[config.mk]
export PLATFORM = sky130hd
export DESIGN_NAME = uart_receive
export DESIGN_NICKNAME = d
export VERILOG_FILES = /design/src/rtl/uart_pkg.sv /design/src/rtl/uart_rx_sync.sv /design/src/rtl/uart_receive.sv
export SDC_FILE = /design/constraint.sdc
export NUM_CORES = 1
export LEC_CHECK = 0
export CAP_MARGIN = 20
export CELL_PAD_IN_SITES_DETAIL_PLACEMENT = 2
export CELL_PAD_IN_SITES_GLOBAL_PLACEMENT = 2
export CORE_ASPECT_RATIO = 0.6
export CORE_MARGIN = 4
export CORE_UTILIZATION = 39
export CTS_BUF_LIST = sky130_fd_sc_hd__clkbuf_4 sky130_fd_sc_hd__clkbuf_8
export CTS_CLUSTER_SIZE = 24
export DETAILED_ROUTE_END_ITERATION = 16
export PLACE_DENSITY_LB_ADDON = 0.12
export RECOVER_POWER = 50
export SYNTH_ARGS = -nofsm -noshare
export SYNTH_HDL_FRONTEND = slang
export SYNTH_SLANG_ARGS = --single-unit
[constraint.sdc]
create_clock -name clk -period 3.4 [get_ports clk]
set_input_delay 0.68 -clock clk [delete_from_list [all_inputs] [get_ports clk]]
set_output_delay 0.68 -clock clk [all_outputs]
set_load 0.005 [all_outputs]
[src/rtl/uart_pkg.sv]
// Shared definitions for the uart_receive / uart_send pair: FSM state encoding,
// default baud divider and payload width.
package uart_pkg;

    typedef enum logic [2:0] {
        IDLE,
        START,
        DATA,
        PARITY,
        STOP,
        WAIT_HIGH
    } state_t;

    localparam int DEFAULT_CLKS_PER_BIT = 5208;
    localparam int DATA_BITS            = 8;

endpackage

[src/rtl/uart_rx_sync.sv]
// Two-flop synchronizer for a single asynchronous input. Reset sets both
// stages to 1 so an idle-high serial line never shows a false edge.
module uart_rx_sync (
    input  logic clk,
    input  logic rst,
    input  logic d,
    output logic q
);

    logic meta;

    always_ff @(posedge clk or posedge rst) begin
        if (rst) begin
            meta <= 1'b1;
            q    <= 1'b1;
        end else begin
            meta <= d;
            q    <= meta;
        end
    end

endmodule

[src/rtl/uart_receive.sv]
// 8N1 UART receiver, LSB first, mid-bit sampling.
// Optional macro UART_RX_PARITY_EN switches to 8E1 and adds a parity_error pulse.
import uart_pkg::*;

module uart_receive #(
    parameter int CLKS_PER_BIT = DEFAULT_CLKS_PER_BIT,
    parameter int DATA_BITS    = 8
) (
    input  logic                 clk,
    input  logic                 rst,
    input  logic                 rx,
    output logic [DATA_BITS-1:0] data_byte,
    output logic                 data_valid,
    output logic                 frame_error,
    output logic                 ready
`ifdef UART_RX_PARITY_EN
    ,
    output logic                 parity_error
`endif
);

    localparam int CW = $clog2(CLKS_PER_BIT);
    localparam int IW = $clog2(DATA_BITS);

    localparam logic [CW-1:0] HALF_LAST = CW'(CLKS_PER_BIT / 2 - 1);
    localparam logic [CW-1:0] BIT_LAST  = CW'(CLKS_PER_BIT - 1);
    localparam logic [IW-1:0] IDX_LAST  = IW'(DATA_BITS - 1);

    logic rx_s;

    uart_rx_sync u_sync (
        .clk (clk),
        .rst (rst),
        .d   (rx),
        .q   (rx_s)
    );

    state_t               state, state_n;
    logic [CW-1:0]        cnt, cnt_n;
    logic [IW-1:0]        idx, idx_n;
    logic [DATA_BITS-1:0] shreg, shreg_n;
    logic [DATA_BITS-1:0] byte_n;
    logic                 valid_n, ferr_n;
`ifdef UART_RX_PARITY_EN
    logic                 par, par_n;
    logic                 perr_n;
`endif

    always_ff @(posedge clk or posedge rst) begin
        if (rst) begin
            state       <= IDLE;
            cnt         <= '0;
            idx         <= '0;
            shreg       <= '0;
            data_byte   <= '0;
            data_valid  <= 1'b0;
            frame_error <= 1'b0;
`ifdef UART_RX_PARITY_EN
            par          <= 1'b0;
            parity_error <= 1'b0;
`endif
        end else begin
            state       <= state_n;
            cnt         <= cnt_n;
            idx         <= idx_n;
            shreg       <= shreg_n;
            data_byte   <= byte_n;
            data_valid  <= valid_n;
            frame_error <= ferr_n;
`ifdef UART_RX_PARITY_EN
            par          <= par_n;
            parity_error <= perr_n;
`endif
        end
    end

    always_comb begin
        state_n = state;
        cnt_n   = cnt;
        idx_n   = idx;
        shreg_n = shreg;
        byte_n  = data_byte;
        valid_n = 1'b0;
        ferr_n  = 1'b0;
`ifdef UART_RX_PARITY_EN
        par_n   = par;
        perr_n  = 1'b0;
`endif
        case (state)
            IDLE: begin
                if (!rx_s) begin
                    state_n = START;
                    cnt_n   = '0;
                end
            end
            START: begin
                // Re-check at mid start bit; a high line here was a glitch.
                if (cnt == HALF_LAST) begin
                    cnt_n   = '0;
                    idx_n   = '0;
                    state_n = rx_s ? IDLE : DATA;
                end else begin
                    cnt_n = cnt + 1'b1;
                end
            end
            DATA: begin
                if (cnt == BIT_LAST) begin
                    cnt_n   = '0;
                    shreg_n = {rx_s, shreg[DATA_BITS-1:1]};
                    if (idx == IDX_LAST) begin
`ifdef UART_RX_PARITY_EN
                        state_n = PARITY;
`else
                        state_n = STOP;
`endif
                    end else begin
                        idx_n = idx + 1'b1;
                    end
                end else begin
                    cnt_n = cnt + 1'b1;
                end
            end
`ifdef UART_RX_PARITY_EN
            PARITY: begin
                if (cnt == BIT_LAST) begin
                    cnt_n   = '0;
                    par_n   = rx_s;
                    state_n = STOP;
                end else begin
                    cnt_n = cnt + 1'b1;
                end
            end
`endif
            STOP: begin
                // Leave at mid stop bit so a start bit right behind it is caught.
                if (cnt == BIT_LAST) begin
                    cnt_n = '0;
                    if (rx_s) begin
                        byte_n  = shreg;
                        valid_n = 1'b1;
`ifdef UART_RX_PARITY_EN
                        perr_n  = ^{shreg, par};
`endif
                        state_n = IDLE;
                    end else begin
                        ferr_n  = 1'b1;
                        state_n = WAIT_HIGH;
                    end
                end else begin
                    cnt_n = cnt + 1'b1;
                end
            end
            WAIT_HIGH: begin
                if (rx_s) state_n = IDLE;
            end
            default: state_n = IDLE;
        endcase
    end

    assign ready = (state == IDLE);

endmodule

==> results.sh <==
export IMPL_status="finished, violations left"
export IMPL_violations="max-capacitance violations, max-slew violations"
export IMPL_clkLatencyLatePin_ns=0.30
export IMPL_whs_path_depth=0
export IMPL_worst_endpoint_arrival_ns=3.07
export IMPL_rsz0062_at_grt="no"
export IMPL_antenna_found_initial=0
export IMPL_clock_path_buffers=2
export IMPL_routabilityCongestion=0.892
export IMPL_wl_um=5040
export IMPL_tightest_slew_ns=2.10
export IMPL_cts_sinks=39
export IMPL_clkTransAtPathRegs_ns=0.08
export IMPL_rows=19
export IMPL_synthAdderAreaFrac=0.0199
export IMPL_power_density_nw_per_um2=374
export IMPL_end_kind="register"
export IMPL_synth_avg_cell_area_sq_um=10.0
export IMPL_hold_viol=0
export IMPL_fin_crit_ns=2.89
export IMPL_crit_type="reg2reg"
export IMPL_dp_final_hpwl_um=3620
export IMPL_async_flop_share=1.00
export IMPL_drcViolationCount=0
export IMPL_finalNonFillerCells=265
export IMPL_reg2reg_from="cnt[3]$_DFFE_PP0P_"
export IMPL_synth_xor_area_frac=0.00930
export IMPL_synth_cell_types=40
export IMPL_reg2reg_slack_ns=0.51
export IMPL_via_count=1488
export IMPL_regArea_sq_um=978
export IMPL_yosys_warnings=0
export IMPL_gr_total_overflow=0
export IMPL_setup_viol=0
export IMPL_ant_nets=0
export IMPL_synth_top_family_by_area="simple AND/OR/NAND/NOR gates"
export IMPL_grtUsageTotal=0.185
export IMPL_p_total_mw=0.801
export IMPL_synth_simple_area_share=0.227
export IMPL_ir_drop_uv=174
export IMPL_hold_class="reg2reg"
export IMPL_syn_num_nets=194
export IMPL_post_route_period_util=0.849
export IMPL_synth_edf_count=0
export IMPL_use_met3=0.0580
export IMPL_yosysTopAreaCell="dfrtp_1"
export IMPL_viasPerCell=5.62
export IMPL_synth_compound_area_frac=0.124
export IMPL_dp_cells=257
export IMPL_postLayoutCoreUtil=0.464
export IMPL_use_met2=0.315
export IMPL_grt_pass1_vias=1605
export IMPL_fin_ws_ns=0.512
export IMPL_synth_ff_type="dfrtp_1"
export IMPL_synth_mux_area_frac=0.0645
export IMPL_synth_cell_area_sq_um=1880
export IMPL_grt_max_degree=40
export IMPL_finish_instance_area_sq_um=2140
export IMPL_leakagePower_nw=1.02
export IMPL_port_buffer_count=13
export IMPL_maxCapViolCount=1
export IMPL_area_growth_pct=13.8
export IMPL_fp_coreArea_sq_um=4610
export IMPL_final_cell_mix="nand2_1, dfrtp_1, mux2_2, clkdlybuf4s50_1"
export IMPL_initial_utilization=0.408
export IMPL_placed_area_sq_um=2060
export IMPL_numCtsBuffers=5
export IMPL_multiInputGateArea_sq_um=836
export IMPL_regToRegEndpoint="cnt[6]$_DFFE_PP0P_"
export IMPL_io_pins=14
export IMPL_cts_tree="built"
export IMPL_fp_dieArea_sq_um=6040
export IMPL_drive_gt1_frac=0.119
export IMPL_routedWlPerCell_um=19.0
export IMPL_place_ws_ns=0.578
export IMPL_fin_nets=207
export IMPL_fill_cells=517
export IMPL_synth_top_area_share=0.492
export IMPL_path_max_fanout=18
export IMPL_dieWidth_um=97.7
export IMPL_fin_worst_skew_ns=0.00989
export IMPL_grt_pass1_wl_um=8520
export IMPL_slew_viol_final=40
export IMPL_die_h_um=61.8
export IMPL_cts_hold_buffers=0
export IMPL_post_cts_setup_buffer_count=0
export IMPL_hold_ws_ns=0.360
export IMPL_syn_inst=188
export IMPL_dr_pass1_iters=4
export IMPL_grt_busiest_layer="met2"
export IMPL_yosysSeqAreaShare=0.520
export IMPL_num_antenna_cells=0
export IMPL_setup_tns_ns=0
export IMPL_critical_path_required_ns=3.58
export IMPL_use_met1=0.235
export IMPL_ys_ff_latch=39
export IMPL_cts_htree_levels=2
export IMPL_slew_headroom=-0.400
export IMPL_crit_path_start_kind="register"
export IMPL_reg2reg_depth=5
export IMPL_detailedRoute_firstIterationViolations=38
export IMPL_cp_startpoint="cnt[3]$_DFFE_PP0P_"
export IMPL_max_freq_mhz=346
export IMPL_clockRootBuffer="clkbuf_8"
export IMPL_synthTopCellsByArea="dfrtp_1, nand2_1, mux2_2, dfstp_2, a22o_1"
export IMPL_post_cts_resized=0
export IMPL_min_to="u_sync.q$_DFF_PP1_"
export IMPL_min_from="u_sync.meta$_DFF_PP1_"
[layout make-up]
| type | count | area share |
|---|---|---|
| clock inverter | 2 | 0.00584 |
| timing repair buffer | 15 | 0.0660 |
| multi-input combinational | 135 | 0.390 |
| clock buffer | 6 | 0.0356 |
| inverter | 5 | 0.00876 |
| sequential | 39 | 0.457 |
| tap | 63 | 0.0368 |
[synth_stat cells, types with 2 or more instances]
library cell and instances:
a21oi_1 6, a22o_1 5, a22oi_1 2, a31oi_1 6
a41oi_1 2, and3_1 6, buf_1 2, buf_6 2
clkbuf_1 4, dfrtp_1 37, dfstp_2 2, ha_1 3
inv_1 5, mux2_2 9, mux2i_1 2, nand2_1 37
nand2b_1 4, nand3_1 6, nand4_1 3, nor2_1 7
nor3_1 6, nor4_1 4, o21ai_0 7, or2_2 2
or3_1 2, or4b_1 2, xnor2_1 2
[critical path: stages (launching register included)]
cell,delay (ns)
dfrtp_1,0.48
or4b_1,0.57
or4_1,0.68
a22o_1,0.50
and3_1,0.28
a221o_1,0.25
[worst max path at each step]
| stage | endpoint | slack (ns) | cells past startpoint |
|---|---|---|---|
| 6_report | cnt[6]$_DFFE_PP0P_ | 0.51 | 5 |
| 5_1_grt | state[0]$_DFFE_PP0P_ | 0.25 | 3 |
| 4_1_cts | cnt[6]$_DFFE_PP0P_ | 0.53 | 5 |
| 3_5_place_dp | cnt[6]$_DFFE_PP0P_ | 0.58 | 5 |
| 3_3_place_gp | cnt[6]$_DFFE_PP0P_ | 0.64 | 5 |
| 2_1_floorplan | cnt[6]$_DFFE_PP0P_ | 0.97 | 7 |
[layer usage]
metal  wire (um)  vias up
li1            -      698
met1        2480      765
met2        2300       23
met5           0        -
met3         231        2
met4          25        0
[where the power goes]
part / internal [mW] / switching [mW] / total, mW
Clock: 0.151 / 0.170 / 0.321
Sequential: 0.466 / 0.00165 / 0.467
Combinational: 0.00218 / 0.00966 / 0.0118
Total: 0.619 / 0.181 / 0.801
[registers in the layout (all words and copies together), names as in the netlist]
signal       cells
u_sync.q         1
u_sync.meta      1
frame_error      1
idx              3
state            3
data_valid       1
data_byte        8
cnt             13
shreg            8
[logic make-up after synthesis]
logic type / count (synthesis)
muxes: 11
buffers and inverters: 14
AOI/OAI and AO/OA: 34
and+or+nand+nor: 85
adders and majority gates: 3
xor gates and xnor gates: 2
DFF: 39
Power figures use the tool's default switching activity.
